File: src/rtl/cp0_unit.sv
// Coprocessor-0 status/cause/EPC block: decides exception/interrupt entry,
// records the return address, and serves mfc0/mtc0 accesses.
module cp0_unit #(
  parameter logic [31:0] PRID_VALUE = 32'h0000_2018
) (
  input  logic        clk,
  input  logic        reset,
  input  logic [4:0]  A1,
  input  logic [4:0]  A2,
  input  logic [31:0] DIn,
  input  logic        We,
  input  logic [31:0] PC,
  input  logic        BDIn,
  input  logic [4:0]  ExcCodeIn,
  input  logic [5:0]  HWInt,
  input  logic        EXLClr,
  output logic        IntReq,
  output logic [31:0] EPC,
  output logic [31:0] DOut
);

  localparam logic [4:0] ADDR_SR    = 5'd12;
  localparam logic [4:0] ADDR_CAUSE = 5'd13;
  localparam logic [4:0] ADDR_EPC   = 5'd14;
  localparam logic [4:0] ADDR_PRID  = 5'd15;

  logic [5:0]  im;
  logic        exl;
  logic        ie;
  logic        bd;
  logic [5:0]  ip;
  logic [4:0]  exc_code;
  logic [31:0] epc_reg;

  logic        int_pend;
  logic        exc_pend;
  logic [31:0] pc_word;
  logic [31:0] sr_word;
  logic [31:0] cause_word;
  logic        wr_sr;
  logic        wr_epc;

  // Interrupt decision uses the live lines, not the registered IP copy.
  assign int_pend   = (|(HWInt & im)) & ie & ~exl;
  assign exc_pend   = (ExcCodeIn != 5'd0) & ~exl;
  assign IntReq     = int_pend | exc_pend;

  assign pc_word    = {PC[31:2], 2'b00};
  assign sr_word    = {16'h0000, im, 8'h00, exl, ie};
  assign cause_word = {bd, 15'h0000, ip, 3'b000, exc_code, 2'b00};
  assign wr_sr      = We & (A2 == ADDR_SR);
  assign wr_epc     = We & (A2 == ADDR_EPC);
  assign EPC        = epc_reg;

  always_comb begin
    DOut = 32'h0000_0000;
    case (A1)
      ADDR_SR:    DOut = sr_word;
      ADDR_CAUSE: DOut = cause_word;
      ADDR_EPC:   DOut = epc_reg;
      ADDR_PRID:  DOut = PRID_VALUE;
      default:    DOut = 32'h0000_0000;
    endcase
  end

  always_ff @(posedge clk) begin
    if (reset) begin
      im       <= 6'd0;
      exl      <= 1'b0;
      ie       <= 1'b0;
      bd       <= 1'b0;
      ip       <= 6'd0;
      exc_code <= 5'd0;
      epc_reg  <= 32'd0;
    end else begin
      ip <= HWInt;
      if (IntReq) begin
        // Entry swallows any same-cycle mtc0 and eret.
        exl      <= 1'b1;
        bd       <= BDIn;
        epc_reg  <= BDIn ? (pc_word - 32'd4) : pc_word;
        exc_code <= int_pend ? 5'd0 : ExcCodeIn;
      end else begin
        if (wr_sr) begin
          im  <= DIn[15:10];
          ie  <= DIn[0];
          exl <= DIn[1] & ~EXLClr;
        end else if (EXLClr) begin
          exl <= 1'b0;
        end
        if (wr_epc) begin
          epc_reg <= {DIn[31:2], 2'b00};
        end
      end
    end
  end

endmodule

File: config.mk
export PLATFORM = sky130hd
export DESIGN_NAME = cp0_unit
export DESIGN_NICKNAME = d
export VERILOG_FILES = /design/src/rtl/cp0_unit.sv
export SDC_FILE = /design/constraint.sdc
export NUM_CORES = 1
export LEC_CHECK = 0
export BUFFER_PORTS_ARGS = -buffer_cell sky130_fd_sc_hd__buf_2
export CAP_MARGIN = 20
export CORE_MARGIN = 8
export CORE_UTILIZATION = 45
export CTS_CLUSTER_SIZE = 40
export DETAILED_ROUTE_END_ITERATION = 6
export GPL_TIMING_DRIVEN = 0
export PLACE_DENSITY = 0.79
export SLEW_MARGIN = 40
export SYNTH_ARGS = -nofsm -noshare
export SYNTH_HDL_FRONTEND = slang
export SYNTH_SLANG_ARGS = --single-unit
File: constraint.sdc
create_clock -name clk -period 6 [get_ports clk]
set_clock_uncertainty 0.05 [all_clocks]
set_input_delay 0.3 -clock clk [delete_from_list [all_inputs] [get_ports clk]]
set_output_delay 0.3 -clock clk [all_outputs]
set_load 0.005 [all_outputs]
==> reports/results.txt, run 1 <==
Final Cycle Share -> 0.4783
row count -> 30
CTS tree -> yes
PwrDens -> 195.6 nW/um^2
#FFs+latches synth -> 50
cell area after layout -> 4020 um^2
Max clock buf depth -> 2
I/O pin count -> 155
synth unique cells -> 40
fill count -> 620
Multi-input gate area -> 1949 um^2
PortBufs -> 147
Initial Util -> 0.4572
initial antenna violation count -> 0
worst hold path type -> in2reg
CP Max Fanout -> 10
Die W -> 98.62 um
Leakage -> 1.967 nW
most frequent cells in the layout -> buf_2, dfxtp_1, nor2_1
first drt pass iteration count -> 5
largest net degree at the start of global routing -> 16
hold endpoint -> ip[1]
Diodes inserted -> 0
most common cell after layout, fill and taps aside -> buf_2
Avg Cell Area, Syn -> 8.213 um^2
final setup fails -> 0
CTS resizes -> 0
CTS Buf Count -> 5
total power -> 0.7862 mW
critical path class -> reg2out
Die ar. -> 9726 um^2
DRT iter0 DRCs -> 162
final core occ -> 0.5983
insertion delay to the later sink of the worst-skew pair -> 310 ps
H-tree levels -> 2
Worst R2R End -> EPC[9]
share of layout cells above drive strength 1 -> 0.3132
dpl hpwl -> 8612 um
VDD IR-drop max -> 0.00009608 V
vias per cell -> 5.390
Final Critical Period -> 2870 ps
critical path launch point type -> flip-flop
hold path startpoint -> HWInt[1]
maxcap violations -> 0
Slew HR -> 0.5222
Overflow after GRT -> 0
wire per inst -> 16.99 um
Area growth, synth to finish -> 30.88%
clock sink count -> 50
nets -> 620
All-Layer GR Usage -> 0.2054
f_max -> 348.5 MHz
status -> finished clean
Worst setup EP type -> output port
root cell of the clock tree -> clkbuf_8
Synth Cell Area -> 3072 um^2
final setup TNS -> 0 ps
worst path required time -> 5650 ps
Vias -> 3288
endpoints failing hold -> 0
Slew @ Worst Pin -> 716.8 ps
Synth Instances -> 374
max-slew violation count -> 0
Clock transition at path regs -> 90 ps
GPL Wtd Cong -> 0.8789
Core Area -> 6719 um^2
setup repair bufs after CTS -> 0
Reg2Reg Depth -> 7
Routed Wire Length -> 10360 um
cts hold-fix bufs -> 0
Detail Route Antenna Nets -> 0
first-pass GRT wire length -> 16460 um
total area of sequential cells -> 1001 um^2
worst slack at placement -> 3268 ps
Hold Path Cell Cnt -> 2
RSZ-0062 raised after global routing -> false
vias in the first global route -> 3318
FF-to-FF setup slack -> 3580 ps
DRC viols -> 0
YS warnings -> 0
die height -> 98.62 um
setup slack after layout -> 3130 ps
critical path arrival -> 2520 ps
Post-DP Area -> 3911 um^2
reg2reg start -> im[2]
Seq/Total Area, Yosys -> 0.3259
[worst max-delay path: stages, from the launching register on]
cell      delay, ps
dfxtp_1         340
a22o_1          230
o311ai_0        390
and2_1          200
clkbuf_1        250
clkinv_1        300
clkbuf_1        310
buf_2           200
[report_power, final]
group | leakage (nW) | switching (mW) | internal [mW] | total [mW]
Combinational | 1.49 | 0.0912 | 0.0795 | 0.171
Clock | 0.0579 | 0.117 | 0.123 | 0.240
Sequential | 0.414 | 0.0186 | 0.357 | 0.375
Total | 1.97 | 0.227 | 0.559 | 0.786
[worst max path at each step]
stage,startpoint,end,depth (start not counted),slack (ps)
floorplan,PC[16],EPC[31],5,3750
global placement,ExcCodeIn[1],IntReq,8,3290
detailed placement,ExcCodeIn[1],IntReq,8,3270
CTS,im[3],IntReq,7,3100
global route,im[3],IntReq,7,2880
finish,im[2],IntReq,7,3130
[stage by stage]
| step | hold slack, ps | instances |
|---|---|---|
| 6_report | 174.6 | 610 |
| 3_5_place_dp | 399.0 | 602 |
| 4_1_cts | 173.1 | 610 |
| 3_3_place_gp | 389.9 | 602 |
| 5_1_grt | 184.3 | 610 |
| 2_1_floorplan | 378.2 | 375 |
[cell usage after synthesis (all sizes together)]
cell type,n,share of area
o31ai,2,0.0049
nand4,3,0.0061
a22oi,4,0.0098
a21oi,26,0.042
a211oi,16,0.039
o311ai,1,0.0029
xor2,5,0.014
nor4b,3,0.0086
or3,4,0.0081
nand3,8,0.013
buf,6,0.010
xnor2,22,0.063
a311oi,2,0.0057
clkinv,1,0.0012
inv,3,0.0037
mux2i,37,0.12
nor4bb,2,0.0065
a21o,13,0.032
nand3b,4,0.0098
o21ai,4,0.0065
dfxtp,50,0.33
nor3,9,0.015
nor2b,12,0.024
nor4,12,0.024
or4,4,0.011
a32oi,1,0.0029
a22o,3,0.0086
clkbuf,21,0.026
and3b,1,0.0029
nor3b,1,0.0024
conb,1,0.0012
and2,20,0.041
ha,1,0.0041
mux2,6,0.022
nor2,50,0.061
nand2,16,0.020
[logic make-up (layout without fill, tap and decap cells)]
family                     after synthesis  in the layout  synth area share
AOI/OAI and AO/OA                       72             72            0.1544
DFF                                     50             50            0.3259
xor gates and xnor gates                27             27           0.07698
adders and majority gates                1              1          0.004073
buffers and inverters                   31            186           0.04073
other                                    1              2          0.001221
and+or+nand+nor                        149            149            0.2542
muxes                                   43             43            0.1426
[flip-flops by register name, indices dropped and copies added (netlist names)]
signal,flops
EPC,30
bd,1
exc_code,5
exl,1
ie,1
im,6
ip,6
[routing by layer]
metal  global-route usage  vias up  wire length [um]
met2               0.3469      132              4935
met5                    0        -                 0
li1                     -     1634                 -
met4              0.06612        0               170
met1               0.2487     1510              4413
met3              0.05074       12               841
[layout make-up]
type	count	area share
multi-input combinational	294	0.4849
sequential	50	0.2490
timing repair buffer	147	0.1830
buffer	27	0.02739
tap	80	0.02490
clock buffer	5	0.01712
clock inverter	3	0.009960
inverter	4	0.003735
Power figures use the tool's default switching activity.
==> inputs of run 2 (changes only) <==
==> constraint.sdc (replaced) <==
create_clock -name clk -period 2.65 [get_ports clk]
set_clock_uncertainty 0.05 [all_clocks]
set_input_delay 0.1325 -clock clk [delete_from_list [all_inputs] [get_ports clk]]
set_output_delay 0.1325 -clock clk [all_outputs]
set_load 0.005 [all_outputs]
==> reports/results.txt, run 2 (synthesis gave the netlist of run 1 again) <==
critical path launch point type -> flip-flop (unchanged)
Hold Path Cell Cnt -> 2 (unchanged)
vias per cell -> 5.396 (was 5.390)
clock sink count -> 50 (unchanged)
first drt pass iteration count -> 4 (was 5)
Initial Util -> 0.4572 (unchanged)
largest net degree at the start of global routing -> 16 (unchanged)
vias in the first global route -> 3318 (unchanged)
endpoints failing hold -> 0 (unchanged)
cell family with most CP delay -> buffers and inverters (unchanged)
wire per inst -> 16.99 um (about the same)
Final Cycle Share -> 0.9005
CP Max Fanout -> 10 (unchanged)
most frequent cells in the layout -> buf_2, dfxtp_1, nor2_1 (unchanged)
Net Switching -> 0.5093 mW (was 0.2269 mW)
critical path depth -> 6 (was 7)
GPL Wtd Cong -> 0.8789 (unchanged)
Reg2Reg Depth -> 6 (was 7)
hold path startpoint -> HWInt[1] (unchanged)
dpl hpwl -> 8612 um (unchanged)
Slowest cell on crit path -> dfxtp_1 (was o311ai_0)
H-tree levels -> 2 (unchanged)
final setup TNS -> 0 ps (unchanged)
Buf+Inv Stages, Crit Path -> 3 (was 4)
max FFs per register -> 30 (unchanged)
critical path class -> reg2out (unchanged)
f_max -> 419.0 MHz
Final Critical Period -> 2386 ps
I/O pin count -> 155 (unchanged)
Post-DP Area -> 3911 um^2 (unchanged)
Max clock buf depth -> 2 (unchanged)
DRT iter0 DRCs -> 149 (was 162)
sequential share of power -> 0.479 (was 0.478)
Slew @ Worst Pin -> 722.2 ps (was 716.8 ps)
reg2reg start -> im[2] (unchanged)
nets -> 619 (was 620)
Area growth, synth to finish -> 30.79% (was 30.88%)
worst path required time -> 2470 ps (was 5650 ps)
Critical Path, Cell by Cell -> a22o_1 > o311ai_1 > and2_1 > clkinv_2 > clkbuf_1 > buf_2 (was a22o_1 > o311ai_0 > and2_1 > clkbuf_1 > clkinv_1 > clkbuf_1 > buf_2)
most common cell after layout, fill and taps aside -> buf_2 (unchanged)
Diodes inserted -> 0 (unchanged)
worst hold path type -> in2reg (unchanged)
Detail Route Antenna Nets -> 0 (unchanged)
CP Launch Point -> im[2] (unchanged)
total area of sequential cells -> 1001 um^2 (unchanged)
die height -> 98.62 um (unchanged)
Combinational Power Share -> 0.218 (was 0.217)
initial antenna violation count -> 0 (unchanged)
Core Area -> 6719 um^2 (unchanged)
Clock transition at path regs -> 90 ps (about the same)
Routed Wire Length -> 10340 um (was 10360 um)
clock share of power -> 0.304 (was 0.305)
Die W -> 98.62 um (unchanged)
CTS Buf Count -> 5 (unchanged)
Vias -> 3286 (was 3288)
Sw Ratio -> 0.2869 (was 0.2887)
Die ar. -> 9726 um^2 (unchanged)
max incr delay on CP -> 340 ps (was 390 ps)
insertion delay to the later sink of the worst-skew pair -> 310 ps (about the same)
Leakage -> 1.970 nW (was 1.967 nW)
RSZ-0062 raised after global routing -> false (unchanged)
Overflow after GRT -> 0 (unchanged)
Worst R2R End -> exl (was EPC[9])
first-pass GRT wire length -> 16460 um (unchanged)
max-slew violation count -> 0 (unchanged)
VDD IR-drop max -> 0.0002156 V (was 0.00009608 V)
hold endpoint -> ip[1] (unchanged)
final setup fails -> 0 (unchanged)
fill count -> 621 (was 620)
DRC viols -> 0 (unchanged)
Slew HR -> 0.5185 (was 0.5222)
status -> finished clean (unchanged)
Worst setup EP type -> output port (unchanged)
row count -> 30 (unchanged)
All-Layer GR Usage -> 0.2054 (unchanged)
root cell of the clock tree -> clkbuf_8 (unchanged)
share of layout cells above drive strength 1 -> 0.3157 (was 0.3132)
internal power -> 1.266 mW (was 0.5592 mW)
critical path arrival -> 2200 ps (was 2520 ps)
PortBufs -> 147 (unchanged)
cell area after layout -> 4018 um^2 (was 4020 um^2)
maxcap violations -> 0 (unchanged)
FF-to-FF setup slack -> 530 ps (was 3580 ps)
PwrDens -> 441.8 nW/um^2 (was 195.6 nW/um^2)
Multi-input gate area -> 1949 um^2 (unchanged)
CTS tree -> yes (unchanged)
-- run 2: cell count changes in the layout (fill, tap and decap cells not counted) --
cell / change
clkinv_1: -1
o311ai_1: +1
clkinv_2: +1
o311ai_0: -1
clkbuf_1: -1
-- run 2: worst max path at each step --
stage	end
global placement	EPC[22]
finish	IntReq
CTS	IntReq
detailed placement	EPC[22]
global route	IntReq
floorplan	EPC[31]
-- run 2: routing by layer --
metal  track usage  wire length (um)  vias up  share of wire
li1              -                 -     1635              -
met1        0.2487              4465     1515           0.43
met2        0.3469              4897      122           0.47
met3       0.05074               807       14          0.078
met4       0.06612               172        0          0.017
met5             0                 0        -              0
-- run 2: power by group through the flow --
| stage | registers, mW | clock network [mW] | logic (mW) |
|---|---|---|---|
| after floorplan | 0.859 | 0 | 0.195 |
| after global placement | 0.864 | 0 | 0.376 |
| after detailed placement | 0.867 | 0 | 0.385 |
| after CTS | 0.850 | 0.542 | 0.386 |
| after global routing | 0.857 | 0.573 | 0.425 |
| final | 0.850 | 0.539 | 0.386 |
-- run 2: worst reg2reg max path, delay by kind of cell (launching register included) --
kind	cells	cell delay [ps]
AOI/OAI and AO/OA	3	710
buffers and inverters	1	420
and+or+nand+nor	2	490
DFF	1	340
-- run 2: timing repair --
item                                    4_1_cts  5_1_grt
endpoints found under the setup margin        1        1
gates resized for setup                       1        1
buffers inserted                              0        0
pin swaps                                     0        0
hold buffers                                  0        0
-- run 2: per-stage QoR --
step | hold WS [ps] | total power, mW | std cells | setup WS, ps | util
floorplan | 210.7 | 1.054 | 375 | 571.7 | -
finish | 7.495 | 1.775 | 609 | 263.6 | 0.5980
global placement | 308.6 | 1.240 | 602 | 216.1 | 0.5821
CTS | 5.568 | 1.778 | 610 | 38.45 | 0.5985
detailed placement | 326.0 | 1.252 | 602 | 198.2 | 0.5821
global route | 16.76 | 1.855 | 609 | 89.57 | 0.5980
-- run 2: cell type report --
class | instances | area share
Clock buffer | 5 | 0.01713
Multi-Input combinational cell | 294 | 0.4852
Tap cell | 80 | 0.02491
Buffer | 26 | 0.02647
Sequential cell | 50 | 0.2491
Inverter | 4 | 0.004049
Timing Repair Buffer | 147 | 0.1831
Clock inverter | 3 | 0.009966
==> inputs of run 3 (changes only) <==
--- a/config.mk
+++ b/config.mk
@@ -8,11 +8,13 @@
 export BUFFER_PORTS_ARGS = -buffer_cell sky130_fd_sc_hd__buf_2
 export CAP_MARGIN = 20
 export CORE_MARGIN = 8
-export CORE_UTILIZATION = 45
+export CORE_UTILIZATION = 46
 export CTS_CLUSTER_SIZE = 40
 export DETAILED_ROUTE_END_ITERATION = 6
 export GPL_TIMING_DRIVEN = 0
-export PLACE_DENSITY = 0.79
+export HOLD_SLACK_MARGIN = 0.15
+export PLACE_DENSITY = 0.81
+export RECOVER_POWER = 25
 export SLEW_MARGIN = 40
 export SYNTH_ARGS = -nofsm -noshare
 export SYNTH_HDL_FRONTEND = slang
==> reports/results.txt, run 3 (synthesis gave the netlist of run 1 again) <==
share of layout cells above drive strength 1 -> 0.2655 (was 0.3157)
Max clock buf depth -> 2 (unchanged)
dpl hpwl -> 8609 um (was 8612 um)
Final Cycle Share -> 0.9874 (was 0.9005)
Worst setup EP type -> flip-flop (was output port)
Final Critical Period -> 2617 ps (was 2386 ps)
CTS tree -> yes (unchanged)
Diodes inserted -> 0 (unchanged)
setup slack after layout -> 33.47 ps (was 263.6 ps)
most common cell after layout, fill and taps aside -> buf_2 (unchanged)
first drt pass iteration count -> 4 (unchanged)
vias per cell -> 5.403 (was 5.396)
Die ar. -> 9548 um^2 (was 9726 um^2)
DRC viols -> 0 (unchanged)
Area growth, synth to finish -> 42.16% (was 30.79%)
clock sink count -> 50 (unchanged)
Initial Util -> 0.4783 (was 0.4572)
f_max -> 382.2 MHz (was 419.0 MHz)
Routed Wire Length -> 11200 um (was 10340 um)
Leakage -> 2.051 nW (was 1.970 nW)
first-pass GRT wire length -> 17750 um (was 16460 um)
maxcap violations -> 0 (unchanged)
initial antenna violation count -> 0 (unchanged)
final setup fails -> 0 (unchanged)
reg2reg start -> im[3] (was im[2])
Fin Hold WS -> 154.3 ps (was 7.495 ps)
insertion delay to the later sink of the worst-skew pair -> 310 ps (about the same)
status -> finished clean (unchanged)
hold path startpoint -> DIn[2] (was HWInt[1])
H-tree levels -> 2 (unchanged)
endpoints failing hold -> 0 (unchanged)
Die W -> 97.72 um (was 98.62 um)
Slew @ Worst Pin -> 760.8 ps (was 722.2 ps)
worst slack at placement -> 143.5 ps (was 198.2 ps)
critical path launch point type -> input pin (was flip-flop)
worst hold path type -> in2reg (unchanged)
vias in the first global route -> 3598 (was 3318)
worst path required time -> 2810 ps (was 2470 ps)
fill count -> 550 (was 621)
Overflow after GRT -> 0 (unchanged)
critical path class -> in2reg (was reg2out)
All-Layer GR Usage -> 0.2255 (was 0.2054)
VDD IR-drop max -> 0.0003469 V (was 0.0002156 V)
max-slew violation count -> 0 (unchanged)
nets -> 655 (was 619)
CTS Buf Count -> 5 (unchanged)
die height -> 97.72 um (was 98.62 um)
critical path arrival -> 2770 ps (was 2200 ps)
PwrDens -> 416.4 nW/um^2 (was 441.8 nW/um^2)
Vias -> 3469 (was 3286)
Slew HR -> 0.4928 (was 0.5185)
I/O pin count -> 155 (unchanged)
CP Launch Point -> PC[16] (was im[2])
largest net degree at the start of global routing -> 16 (unchanged)
Detail Route Antenna Nets -> 0 (unchanged)
PortBufs -> 147 (unchanged)
GPL Wtd Cong -> 0.8669 (was 0.8789)
max FFs per register -> 30 (unchanged)
Core Area -> 6422 um^2 (was 6719 um^2)
DRT iter0 DRCs -> 181 (was 149)
CP Max Fanout -> 3 (was 10)
row count -> 29 (was 30)
RSZ-0062 raised after global routing -> true (was false)
most frequent cells in the layout -> buf_2, dfxtp_1, nor2_1 (unchanged)
wire per inst -> 17.45 um (was 16.99 um)
Clock transition at path regs -> 90 ps (about the same)
root cell of the clock tree -> clkbuf_8 (unchanged)
## run 3: cell count changes in the layout (fill, tap and decap cells not counted), sizes merged
cell and change:
dlygate4sd3 +36, buf -21, clkbuf +21
## run 3: through the flow
stage                     cell area, um^2  total power [mW]    util  TNS, ps  std cells
after CTS                            4374             1.814  0.6811        0        642
after detailed placement             3908             1.251  0.6084        0        599
final                                4367             1.818  0.6799        0        642
after global placement               3908             1.239  0.6084        0        599
after global routing                 4367             1.891  0.6799   -71.62        642
after floorplan                      3075             1.054       -        0        375
## run 3: worst paths after layout
check                end  slack (ps)  cells past startpoint
max              EPC[31]          30                      7
min               EPC[2]         150                      3
max reg2reg       EPC[2]         400                      6
min reg2reg  exc_code[2]         410                      2
## run 3: area by class of cell
type,instances,area [um^2],area share
buffer,26,106.4,0.02436
clock buffer,5,68.82,0.01576
clock inverter,3,40.04,0.009169
inverter,4,16.27,0.003725
multi-input combinational,294,1968,0.4507
sequential,50,1001,0.2292
tap,77,96.34,0.02206
timing repair buffer,183,1070,0.2450
## run 3: worst max-delay path, cell delays in order
cell           delay, ps
dlygate4sd3_1        530
buf_2                140
or4_4                540
or3_1                360
or3_1                350
or4_1                430
a311oi_1             310
## run 3: layer usage
metal,vias to the layer above,global-route usage,share of wire
li1,1707,-,-
met1,1588,0.2546,0.41
met2,146,0.4001,0.50
met3,28,0.04799,0.068
met4,0,0.09472,0.030
met5,-,0,0
## run 3: what timing repair did
item | CTS | global route
setup buffers | 0 | 0
hold buffers | 36 | 0
resized for setup | 1 | 4
endpoints found under the setup margin | 1 | 7
pin swaps | 0 | 0
hold endpoints to repair | 38 | 0
## run 3: report_power, final
| part | total (mW) | switching, mW | internal, mW |
|---|---|---|---|
| logic | 0.428 | 0.219 | 0.209 |
| registers | 0.851 | 0.0431 | 0.808 |
| clock network | 0.539 | 0.261 | 0.278 |
